## src/rtl/pipe_skid_stage.sv

```systemverilog
// pipe_skid_stage: reusable pipeline stage register with a valid/ready handshake.
// A main entry drives the outputs. A skid entry catches the one payload that
// arrives in the cycle after back-pressure appears, because in_ready is registered.
// A synchronous flush empties both entries and turns the stage into a bubble (NOP_VAL).
// Optional feature: define PIPE_STALL_CNT_EN to build the saturating stall-cycle
// counter. When it is not defined, stall_cnt reads 0 and stall_clr is ignored.
module pipe_skid_stage #(
  parameter int                DATA_W  = 64,
  parameter logic [DATA_W-1:0] NOP_VAL = '0,
  parameter int                CNT_W   = 32
) (
  input  logic              CLK,
  input  logic              nRST,
  input  logic              flush,
  input  logic              in_valid,
  output logic              in_ready,
  input  logic [DATA_W-1:0] in_data,
  output logic              out_valid,
  input  logic              out_ready,
  output logic [DATA_W-1:0] out_data,
  output logic [1:0]        occupancy,
  input  logic              stall_clr,
  output logic [CNT_W-1:0]  stall_cnt
);

  logic              main_valid_q, main_valid_d;
  logic              skid_valid_q, skid_valid_d;
  logic [DATA_W-1:0] main_data_q, main_data_d;
  logic [DATA_W-1:0] skid_data_q, skid_data_d;
  logic              acc, dq;

  // in_ready comes only from registered state, so it never sees out_ready
  // combinationally.
  assign in_ready  = !skid_valid_q;
  assign acc       = in_valid && in_ready;
  assign dq        = main_valid_q && out_ready;
  assign out_valid = main_valid_q;
  assign out_data  = main_data_q;
  assign occupancy = {1'b0, main_valid_q} + {1'b0, skid_valid_q};

  // Next-state for the two entries. Flush has top priority. After it, the
  // entries behave as a strict two-deep FIFO.
  always_comb begin
    main_valid_d = main_valid_q;
    main_data_d  = main_data_q;
    skid_valid_d = skid_valid_q;
    skid_data_d  = skid_data_q;
    if (flush) begin
      main_valid_d = 1'b0;
      main_data_d  = NOP_VAL;
      skid_valid_d = 1'b0;
      skid_data_d  = NOP_VAL;
    end else if (!main_valid_q) begin
      if (acc) begin
        main_valid_d = 1'b1;
        main_data_d  = in_data;
      end
    end else if (dq) begin
      if (skid_valid_q) begin
        main_data_d  = skid_data_q;
        skid_valid_d = 1'b0;
        skid_data_d  = NOP_VAL;
      end else if (acc) begin
        main_data_d  = in_data;
      end else begin
        main_valid_d = 1'b0;
        main_data_d  = NOP_VAL;
      end
    end else if (!skid_valid_q && acc) begin
      skid_valid_d = 1'b1;
      skid_data_d  = in_data;
    end
  end

  // Entry registers. An empty entry always holds NOP_VAL.
  always_ff @(posedge CLK or negedge nRST) begin
    if (!nRST) begin
      main_valid_q <= 1'b0;
      main_data_q  <= NOP_VAL;
      skid_valid_q <= 1'b0;
      skid_data_q  <= NOP_VAL;
    end else begin
      main_valid_q <= main_valid_d;
      main_data_q  <= main_data_d;
      skid_valid_q <= skid_valid_d;
      skid_data_q  <= skid_data_d;
    end
  end

`ifdef PIPE_STALL_CNT_EN
  logic [CNT_W-1:0] stall_cnt_q, stall_cnt_d;

  // Count cycles where a valid output is blocked. Clear takes priority and the
  // count stops at all-ones. Flush does not reset the count.
  always_comb begin
    stall_cnt_d = stall_cnt_q;
    if (stall_clr)
      stall_cnt_d = '0;
    else if (main_valid_q && !out_ready && !flush && !(&stall_cnt_q))
      stall_cnt_d = stall_cnt_q + CNT_W'(1);
  end

  // Stall counter register.
  always_ff @(posedge CLK or negedge nRST) begin
    if (!nRST) stall_cnt_q <= '0;
    else       stall_cnt_q <= stall_cnt_d;
  end

  assign stall_cnt = stall_cnt_q;
`else
  logic unused_stall_clr;
  assign unused_stall_clr = stall_clr;
  assign stall_cnt        = '0;
`endif

endmodule

```

## config.mk

```make
export PLATFORM = sky130hd
export DESIGN_NAME = pipe_skid_stage
export DESIGN_NICKNAME = d
export VERILOG_FILES = /design/src/rtl/pipe_skid_stage.sv
export SDC_FILE = /design/constraint.sdc
export NUM_CORES = 1
export LEC_CHECK = 0
export ABC_AREA = 1
export BUFFER_PORTS_ARGS = -buffer_cell sky130_fd_sc_hd__buf_2
export CAP_MARGIN = 20
export CORE_ASPECT_RATIO = 2
export CORE_MARGIN = 3
export CORE_UTILIZATION = 48
export DETAILED_ROUTE_END_ITERATION = 10
export PLACE_DENSITY = 0.84
export SLEW_MARGIN = 20
export SYNTH_ARGS = -nofsm -noshare
export SYNTH_HDL_FRONTEND = slang
export SYNTH_SLANG_ARGS = --single-unit
```

## constraint.sdc

```tcl
create_clock -name CLK -period 1.3 [get_ports CLK]
set_clock_uncertainty 0.2 [all_clocks]
set_input_delay 0.26 -clock CLK [delete_from_list [all_inputs] [get_ports CLK]]
set_output_delay 0.26 -clock CLK [all_outputs]
set_load 0.05 [all_outputs]
```

==> results by group, run 1 <==
CTS
  • CTS tree: built
  • Clock Path Buffers: 2
  • Sink Count: 130
  • Clock Pin Slew Worst Setup and Hold Paths: 0.06 ns
  • Num CTS Buffers: 17
  • Clock latency on the worst-skew pair: 0.42 ns
  • Htree depth: 4
  • CTS Root Buffer Type: clkbuf_16

Finish
  • Storage cell area: 3260 µm²
  • Most frequent cells in the layout: nand2_1, dfrtp_1, buf_6, buf_2, dlygate4sd3_1
  • Multi-input gate area: 2880 µm²
  • Area grow syn2layout: 60.7%
  • Share of layout cells above drive strength 1: 0.338
  • Nets: 1149
  • Filler cells: 744
  • Non-Filler Instances: 1241
  • Most common cell after layout, fill and taps aside: nand2_1

Worst setup path
  • Worst setup path start: skid_valid_q
  • CP Cell Sequence: buf_6, clkinvlp_4, nand2_4, buf_4, nand3_4, nand3_4, buf_12, nand2_1, nand2_1
  • CP required: 1.39 ns
  • Crit. End Element: flop
  • CP Max Fanout: 30
  • Worst endpoint data arrival time: 1.99 ns
  • CP Launch Type: flop
  • Crit Reg-Reg Startpoint: skid_valid_q
  • R2R setup slack: -0.60 ns
  • CP peak stage delay: 0.47 ns
  • FF-to-FF End: skid_data_q[33]
  • Register-to-Register Path Depth: 9
  • Critical Path Slowest Stage Cell: dfrtp_2
  • CP Class: reg2reg

STA
  • Maximum clock rate: 527 MHz
  • Final setup margin: -0.598 ns
  • Fin crit share: 1.46
  • Max Slew Vio Count: 0
  • # setup viols final: 198
  • Final hold slack: 0.0669 ns
  • RSZ-0062 raised after global routing: yes
  • Final critical-path required period: 1.90 ns
  • Final hold vios: 0

Placement
  • Final HPWL DP: 10.1 mm
  • Placed cells: 1084
  • RD Place Congestion: 0.827
  • IO buf count: 136

Pwr
  • Pwr/cell area: 1260 nW/µm²
  • Static Leak: 5.70 nW
  • Worst VDD drop: 1.11 mV
  • Total design power: 12.6 mW

Logic synthesis
  • Synth area leader: dfrtp_1
  • #FFs+latches synth: 130
  • Post-Syn Area: 6200 µm²
  • Unique masters post-synth: 19
  • Synthesized instance count: 804
  • Post-synthesis sequential area ratio: 0.525
  • Syn avg cell area: 7.71 µm²
  • Ys Warns: 0
  • Share of the synthesized area in the top cell type: 0.525
  • Largest cells by area after synthesis: dfrtp_1, nand2_1, buf_6, buf_4, buf_2

Global routing
  • GR Util met2: 0.474
  • Largest net degree at the start of global routing: 38
  • GR Util met1: 0.299
  • Total GRT Usage: 0.275
  • Vias in the first global route: 6351
  • Initial antenna violation count: 1
  • GR Layer Usage met3: 0.0495
  • Grt ovf: 0
  • First-pass GRT wire length: 30.7 mm
  • Busiest grt layer: met2

Detailed routing
  • DR DRC count: 0
  • Antenna viol nets, final: 0
  • Vias: 6710
  • DR WL/cell: 19.5 µm
  • Routed vias/inst: 5.41
  • DRT iter0 DRCs: 630
  • Post-detailed-routing wire length: 24.2 mm
  • Initial DRT Pass Iterations: 6

Floorplan
  • I/O pin total: 170
  • Die area: 14400 µm²
  • Chip width: 86.4 µm
  • Starting density of the core: 0.491
  • Chip height: 167 µm
  • Core region area: 12600 µm²
  • Row cnt: 58

Run
  • Max Cap Viol: 0

Outcome
  • Status: finished with violations
  • Failing checks: negative setup slack

Worst hold path
  • Class of the worst hold path: in2async
==> critical path, delay by kind of cell, from the launching register on <==
family	cells	cell delay, ns
AND/OR/NAND/NOR	5	0.50
flip-flops	1	0.47
buffers and inverters	4	0.60
==> per-layer routing <==
layer / up-vias / part of all wire
met5: - / 0
met4: 0 / 0.084
met3: 179 / 0.079
met2: 519 / 0.52
met1: 3115 / 0.32
li1: 2897 / -
==> worst max path at each step <==
stage                            to  slack [ns]  cells past startpoint
floorplan               out_data[0]       -0.40                      7
detailed placement     out_data[62]       -0.29                      8
global route        skid_data_q[33]       -0.63                      9
CTS                    occupancy[0]       -0.42                      2
global placement       out_data[37]       -0.25                      7
finish              skid_data_q[33]       -0.60                      9
==> power breakdown <==
group	internal, mW	switching [mW]
combinational	1.28	2.07
clock	2.89	1.82
sequential	4.30	0.220
total	8.48	4.12
==> metrics by stage <==
stage | setup TNS [ns] | cell area [µm²] | worst slack (ns) | utilization
2_1_floorplan | -50.55 | 6350 | -0.405 | -
3_3_place_gp | -28.43 | 7030 | -0.250 | 0.556
3_5_place_dp | -33.65 | 7030 | -0.289 | 0.556
4_1_cts | -59.07 | 8880 | -0.415 | 0.703
5_1_grt | -83.06 | 9960 | -0.628 | 0.789
6_report | -73.81 | 9960 | -0.598 | 0.789
==> kinds of logic after synthesis <==
group / synth area share
AO/OA/AOI/OAI: 0.00182
other: 0.000605
AND/OR/NAND/NOR: 0.369
buffers and inverters: 0.102
flip-flops: 0.525
adder cells (fa/ha/maj): 0.00202
==> synth_stat cells <==
cell type  count
buf_4         33
ha_1           1
buf_6         29
inv_2          2
nor2_4         1
nand3_4        1
nand2_4        1
conb_1         1
o21ai_0        1
dfrtp_1      130
nand3_1        1
buf_2          6
nor2_1         3
a31oi_1        1
nand2_2        4
nand2_1      581
nand4_1        1
nand3_2        2
inv_1          5
==> flip-flops by register name, summed over array words and instances, names as in the netlist <==
register and count:
skid_data_q 64, skid_valid_q 1, out_valid 1, out_data 64
==> what timing repair did <==
item                                    CTS  global route
gates resized for setup                  87           254
hold buffers                             66             0
endpoints found under the hold margin   258             0
cloned                                    8            11
endpoints found under the setup margin  197           198
pin swaps                                 2            15
buffers inserted                         11            32
==> layout make-up <==
| class | count | area share |
|---|---|---|
| timing repair inverter | 1 | 0.000879 |
| clock buffer | 20 | 0.0458 |
| sequential | 130 | 0.327 |
| multi-input combinational | 630 | 0.289 |
| clock inverter | 11 | 0.0113 |
| timing repair buffer | 291 | 0.302 |
| antenna | 1 | 0.000251 |
| inverter | 7 | 0.00427 |
| tap | 150 | 0.0188 |
(Power assumes the default switching activity.)
==> run 2, diff against run 1 <==
--- a/config.mk
+++ b/config.mk
@@ -10,7 +10,7 @@
 export CAP_MARGIN = 20
 export CORE_ASPECT_RATIO = 2
 export CORE_MARGIN = 3
-export CORE_UTILIZATION = 48
+export CORE_UTILIZATION = 50
 export DETAILED_ROUTE_END_ITERATION = 10
 export PLACE_DENSITY = 0.84
 export SLEW_MARGIN = 20
==> constraint.sdc (replaced) <==
create_clock -name CLK -period 2 [get_ports CLK]
set_clock_uncertainty 0.2 [all_clocks]
set_input_delay 0.4 -clock CLK [delete_from_list [all_inputs] [get_ports CLK]]
set_output_delay 0.4 -clock CLK [all_outputs]
set_load 0.05 [all_outputs]
==> run 2 against run 1 <==
Effect of this change:
- the flow now finishes without violations
- die area decreased by 3.8%
- flip-flop and latch count did not move
- clock power is 32% lower
- worst hold slack got worse by 0.055 ns
- final cell count shrank 11%
- total power down 41%
- design area decreased by 25%
- non-clock buffer count shrank 133
- global-route usage is 5.0 points lower
- critical path type is now reg2out
- critical endpoint is now occupancy[0]
==> results by group, run 2 (synthesized netlist as in run 1, its figures left out) <==
Finish
  • Share of layout cells above drive strength 1: 0.204 (-0.134)
  • Area grow syn2layout: 21.2%
  • Filler cells: 1028 (+38%)
  • Most common cell after layout, fill and taps aside: nand2_1
  • Most frequent cells in the layout: nand2_1, buf_2, dfrtp_1, conb_1, clkbuf_16
  • Non-Filler Instances: 1103 (-11%)
  • Nets: 1015 (-12%)
  • Finished Cell Area: 7510 µm² (-25%)
  • Utilization after layout: 0.631 (-0.158)

Pwr
  • Reg power frac: 0.389 (+0.030)
  • Static Leak: 4.58 nW (-20%)
  • Int Power: 5.09 mW (-40%)
  • Pwr/cell area: 990 nW/µm² (-22%)
  • Clk pwr share: 0.427 (+0.053)
  • Gate power share: 0.184 (-0.082)
  • Switch share: 0.315 (-0.0115)
  • NetSw: 2.35 mW (-43%)
  • Worst VDD drop: 0.907 mV (-19%)

STA
  • Final critical-path required period: 1.92 ns
  • RSZ-0062 raised after global routing: no
  • # setup viols final: 0 (-100%)
  • Final hold vios: 0 (unchanged)
  • Final setup margin: 0.0770 ns (+0.675 ns)
  • Max Slew Vio Count: 0 (unchanged)
  • Maximum clock rate: 520 MHz
  • Fin crit share: 0.962
  • TNS Setup: 0 ns (+73.81 ns)

Worst setup path
  • CP Class: reg2out
  • CP peak stage delay: 0.44 ns (-0.03 ns)
  • CP Max Fanout: 5 (-83%)
  • CP Cell Sequence: ha_1, buf_4
  • Worst path bufs/invs: 1 (-3)
  • CP top delay family: flip-flops
  • Worst endpoint data arrival time: 1.32 ns (-0.67 ns)
  • CP required: 1.40 ns (about the same)
  • Critical Path Slowest Stage Cell: dfrtp_1
  • CP Launch Type: flop
  • Crit. End Element: output port

Placement
  • IO buf count: 136 (unchanged)
  • Final HPWL DP: 9.78 mm (-3.0%)
  • Placed cells: 1062 (-2.0%)
  • RD Place Congestion: 0.794 (-4.0%)
  • DP Area: 6820 µm² (-2.9%)
  • Worst slack, placed: 0.264 ns (+0.553 ns)

Floorplan
  • Die area: 13900 µm² (-3.8%)
  • Core region area: 11900 µm² (-5.7%)
  • Chip width: 84.7 µm (-1.9%)
  • Row cnt: 56 (-3.4%)
  • I/O pin total: 170 (unchanged)
  • Chip height: 163 µm (-1.9%)
  • Starting density of the core: 0.520 (+0.0295)

Detailed routing
  • DRT iter0 DRCs: 375 (-40%)
  • Initial DRT Pass Iterations: 5 (-1)
  • DR DRC count: 0 (unchanged)
  • Vias: 5322 (-21%)
  • Post-detailed-routing wire length: 15.1 mm (-38%)
  • DR WL/cell: 13.6 µm (-30%)
  • Antenna viol nets, final: 0 (unchanged)
  • Routed vias/inst: 4.83 (-11%)

CTS
  • Clock Pin Slew Worst Setup and Hold Paths: 0.06 ns (about the same)
  • CTS Root Buffer Type: clkbuf_16
  • Sink Count: 130 (unchanged)
  • Clock Path Buffers: 2 (unchanged)
  • Htree depth: 4 (unchanged)
  • CTS tree: built
  • Clock latency on the worst-skew pair: 0.40 ns (-0.02 ns)
  • Num CTS Buffers: 17 (unchanged)

Run
  • Max Cap Viol: 0 (unchanged)

Global routing
  • Grt ovf: 0 (unchanged)
  • Initial antenna violation count: 2 (+1)
  • Vias in the first global route: 5171 (-19%)
  • First-pass GRT wire length: 24.9 mm (-19%)
  • GR Util met2: 0.403 (-0.0711)
  • Largest net degree at the start of global routing: 56 (+47%)
  • Total GRT Usage: 0.225 (-0.0501)
  • Busiest grt layer: met2
  • GR Util met1: 0.265 (-0.0343)
  • GR Layer Usage met3: 0.0358 (-0.0137)

Outcome
  • Status: finished clean

Worst hold path
  • Class of the worst hold path: in2reg
-- run 2: routing by layer --
metal / wire length, µm / part of all wire / vias to the layer above
met3: 770 / 0.051 / 24
met5: 13 / 0.00086 / -
met4: 296 / 0.020 / 2
li1: - / - / 2625
met1: 5610 / 0.37 / 2495
met2: 8360 / 0.56 / 176
-- run 2: worst register-to-register path, cell delays in order (launching register included) --
cell,delay [ns]
dfrtp_1,0.44
inv_1,0.13
nand2_4,0.10
nand2_2,0.09
nand3_1,0.09
inv_2,0.09
buf_4,0.34
nand2_1,0.13
nand2_1,0.08
-- run 2: layout make-up --
class,count,area (µm²),share of cell area
Tap cell,145,181,0.0241
Clock buffer,18,429,0.0571
Timing Repair Buffer,158,1010,0.134
Multi-Input combinational cell,630,2430,0.324
Clock inverter,14,180,0.0240
Inverter,7,26.3,0.00350
Antenna cell,1,2.50,0.000333
Sequential cell,130,3250,0.433
-- run 2: timing repair --
action	4_1_cts	5_1_grt
gates resized for setup	2	0
endpoints found under the hold margin	32	0
buffers inserted	0	2
setup endpoints to repair	1	1
hold buffers	6	0
-- run 2: final timing paths --
kind,startpoint,to,slack (ns),depth (start not counted)
setup / recovery,skid_valid_q,occupancy[0],0.08,2
hold / removal,in_data[4],skid_data_q[4],0.01,3
setup reg to reg,skid_valid_q,out_data[12],0.26,8
hold reg to reg,skid_data_q[27],skid_data_q[27],0.27,2
max in group asynchronous,nRST,out_valid,0.74,3
min in group asynchronous,nRST,out_data[13],0.25,2
-- run 2: power groups by stage --
stage                     Sequential (mW)  Clock (mW)  Combinational [mW]
after CTS                            2.89        3.24                1.37
after detailed placement             2.93           0                1.36
after global routing                 2.91        3.36                1.47
after floorplan                      3.35           0               0.602
final                                2.89        3.18                1.37
after global placement               2.93           0                1.34
-- run 2: metrics by stage --
stage / total power [mW] / hold slack (ns)
2_1_floorplan: 3.95 / -0.0956
3_3_place_gp: 4.27 / 0.0946
3_5_place_dp: 4.29 / 0.0975
4_1_cts: 7.50 / 0.000133
5_1_grt: 7.74 / 0.00468
6_report: 7.44 / 0.0124
==> run 3, diff against run 2 <==
--- a/config.mk
+++ b/config.mk
@@ -17,3 +17,4 @@
 export SYNTH_ARGS = -nofsm -noshare
 export SYNTH_HDL_FRONTEND = slang
 export SYNTH_SLANG_ARGS = --single-unit
+export TNS_END_PERCENT = 1
==> constraint.sdc (replaced) <==
create_clock -name CLK -period 2 [get_ports CLK]
set_clock_uncertainty 0.2 [all_clocks]
set_input_delay 0.1 -clock CLK [delete_from_list [all_inputs] [get_ports CLK]]
set_output_delay 0.1 -clock CLK [all_outputs]
set_load 0.05 [all_outputs]
==> run 3 against run 2 <==
Effect of this change:
- non-clock buffer count rose by 65
- critical path depth rose by 2
- combinational power rose by 8%
- maximum frequency rose by 3.4%
- setup slack improved by 0.063 ns
- worst hold slack improved by 0.22 ns
- critical path type is now in2async
- clock power rose by 4%
- largest cell class unchanged
- wire length rose by 10%
==> results by group, run 3 (synthesized netlist as in run 1, its figures left out) <==
Detailed routing
  • Antenna viol nets, final: 0 (unchanged)
  • Initial DRT Pass Iterations: 7 (+2)
  • Vias: 5758 (+8.2%)
  • Routed vias/inst: 4.93 (+2.2%)
  • Post-detailed-routing wire length: 16.6 mm (+10%)
  • DR DRC count: 0 (unchanged)
  • DR WL/cell: 14.2 µm (+4.0%)
  • DRT iter0 DRCs: 451 (+20%)

CTS
  • CTS Root Buffer Type: clkbuf_16
  • Clock Pin Slew Worst Setup and Hold Paths: 0.06 ns (about the same)
  • Num CTS Buffers: 17 (unchanged)
  • Sink Count: 130 (unchanged)
  • Clock latency on the worst-skew pair: 0.40 ns (about the same)
  • Clock Path Buffers: 2 (unchanged)
  • Htree depth: 4 (unchanged)
  • CTS tree: built

Worst setup path
  • Crit Reg-Reg Startpoint: out_valid
  • Crit. End Element: async pin
  • CP peak stage delay: 0.70 ns (+0.26 ns)
  • CP Class: in2async
  • Critical path depth in cells: 4 (+2)
  • Worst path bufs/invs: 4 (+3)
  • CP required: 2.40 ns (+1.00 ns)
  • Critical Path Slowest Stage Cell: dlygate4sd3_1
  • CP Launch Type: input port
  • Worst endpoint data arrival time: 2.26 ns (+0.94 ns)
  • FF-to-FF End: skid_data_q[38]
  • CP most frequent cell: dlygate4sd3_1
  • CP Max Fanout: 43 (+38)
  • Register-to-Register Path Depth: 6 (-2)
  • CP Cell Sequence: dlygate4sd3_1, dlygate4sd3_1, buf_12, dlygate4sd3_1
  • R2R setup slack: 0.18 ns (-0.08 ns)
  • CP top delay family: buffers and inverters

Floorplan
  • Starting density of the core: 0.520 (unchanged)
  • Die area: 13900 µm² (unchanged)
  • Chip height: 163 µm (unchanged)
  • Chip width: 84.7 µm (unchanged)
  • Row cnt: 56 (unchanged)
  • Core region area: 11900 µm² (unchanged)
  • I/O pin total: 170 (unchanged)

Pwr
  • Gate power share: 0.193 (+0.009)
  • Clk pwr share: 0.431 (+0.004)
  • NetSw: 2.34 mW (-0.39%)
  • Int Power: 5.35 mW (+5.1%)
  • Reg power frac: 0.377 (-0.012)
  • Switch share: 0.304 (-0.0115)
  • Pwr/cell area: 940 nW/µm² (-5.1%)
  • Worst VDD drop: 0.869 mV (-4.2%)
  • Total design power: 7.69 mW (+3.4%)
  • Static Leak: 4.88 nW (+6.4%)

Finish
  • Share of layout cells above drive strength 1: 0.190 (-0.0139)
  • Most frequent cells in the layout: nand2_1, buf_2, dfrtp_1, dlygate4sd3_1, conb_1
  • Most common cell after layout, fill and taps aside: nand2_1
  • Area grow syn2layout: 32.0%
  • Nets: 1080 (+6.4%)

Placement
  • IO buf count: 136 (unchanged)
  • Final HPWL DP: 10.0 mm (+2.3%)
  • RD Place Congestion: 0.788 (-0.82%)

STA
  • Final critical-path required period: 1.86 ns (-0.0632 ns)
  • Fin crit share: 0.930 (-0.0316)
  • Maximum clock rate: 538 MHz (+3.4%)
  • Max Slew Vio Count: 0 (unchanged)
  • Final hold slack: 0.233 ns (+0.221 ns)
  • Final hold vios: 0 (unchanged)
  • TNS Setup: 0 ns (unchanged)
  • # setup viols final: 0 (unchanged)
  • RSZ-0062 raised after global routing: no

Global routing
  • Vias in the first global route: 5717 (+11%)
  • First-pass GRT wire length: 26.8 mm (+7.8%)
  • Initial antenna violation count: 0 (-2)
  • Largest net degree at the start of global routing: 49 (-13%)
  • Total GRT Usage: 0.245 (+0.0205)
  • Grt ovf: 0 (unchanged)

Worst hold path
  • Hold Path Stages: 4 (+1)
  • Class of the worst hold path: in2reg
  • Origin of the worst min-delay path: in_data[2]
  • Hold path endpoint: skid_data_q[2]

Run
  • Max Cap Viol: 0 (unchanged)

Outcome
  • Status: finished clean
## run 3: cell types whose count changed in the layout (fill, tap and decap cells not counted)
cell	delta
clkbuf_8	+2
inv_8	-1
clkinv_2	+1
inv_6	-1
clkinvlp_4	-2
buf_2	+1
dlygate4sd3_1	+65
dfrtp_1	+1
bufinv_16	+1
dfrtp_2	-1
buf_6	-1
## run 3: repair_timing
item                                   4_1_cts  5_1_grt
endpoints found under the hold margin      260        0
setup endpoints to repair                    0        4
buffers inserted                             0        0
hold buffers                                71        0
gates resized for setup                      0        3
## run 3: power by group through the flow
stage	Sequential, mW	Clock, mW	Combinational (mW)
2_1_floorplan	3.35	0	0.602
3_3_place_gp	2.93	0	1.34
3_5_place_dp	2.93	0	1.36
4_1_cts	2.89	3.37	1.48
5_1_grt	2.91	3.48	1.58
6_report	2.90	3.31	1.48
## run 3: routing by layer
layer,global-route usage,part of all wire
met1,0.268,0.37
met3,0.0414,0.046
met4,0.137,0.039
met5,0,0
met2,0.441,0.54
## run 3: cell type report
| type | count | area (µm²) |
|---|---|---|
| fill | 916 | 3730 |
| timing repair buffer | 223 | 1650 |
| inverter | 7 | 26.3 |
| multi-input combinational | 630 | 2430 |
| antenna | 1 | 2.50 |
| tap | 145 | 181 |
| sequential | 130 | 3250 |
| clock buffer | 20 | 457 |
| clock inverter | 12 | 180 |
## run 3: worst register-to-register path: cells and delay by family (launching register included)
| family | cells | cell delay, ns |
|---|---|---|
| simple gates | 4 | 0.55 |
| flops | 1 | 0.53 |
| buf+inv | 2 | 0.43 |
## run 3: worst max path at each step
stage,startpoint,end,slack [ns]
after floorplan,skid_valid_q,out_data[0],0.25
after global placement,out_valid,skid_data_q[63],0.27
after detailed placement,out_valid,skid_data_q[38],0.23
after CTS,nRST,skid_data_q[13],0.12
after global routing,nRST,skid_data_q[13],0.06
final,nRST,skid_data_q[13],0.14
## run 3: per-stage QoR
step / std cells / instance area [µm²] / setup WS, ns / util
4_1_cts: 1167 / 8170 / 0.116 / 0.686
3_3_place_gp: 1064 / 6830 / 0.272 / 0.573
6_report: 1168 / 8180 / 0.140 / 0.687
2_1_floorplan: 835 / 6320 / 0.254 / -
5_1_grt: 1167 / 8180 / 0.0551 / 0.687
3_5_place_dp: 1064 / 6830 / 0.228 / 0.573
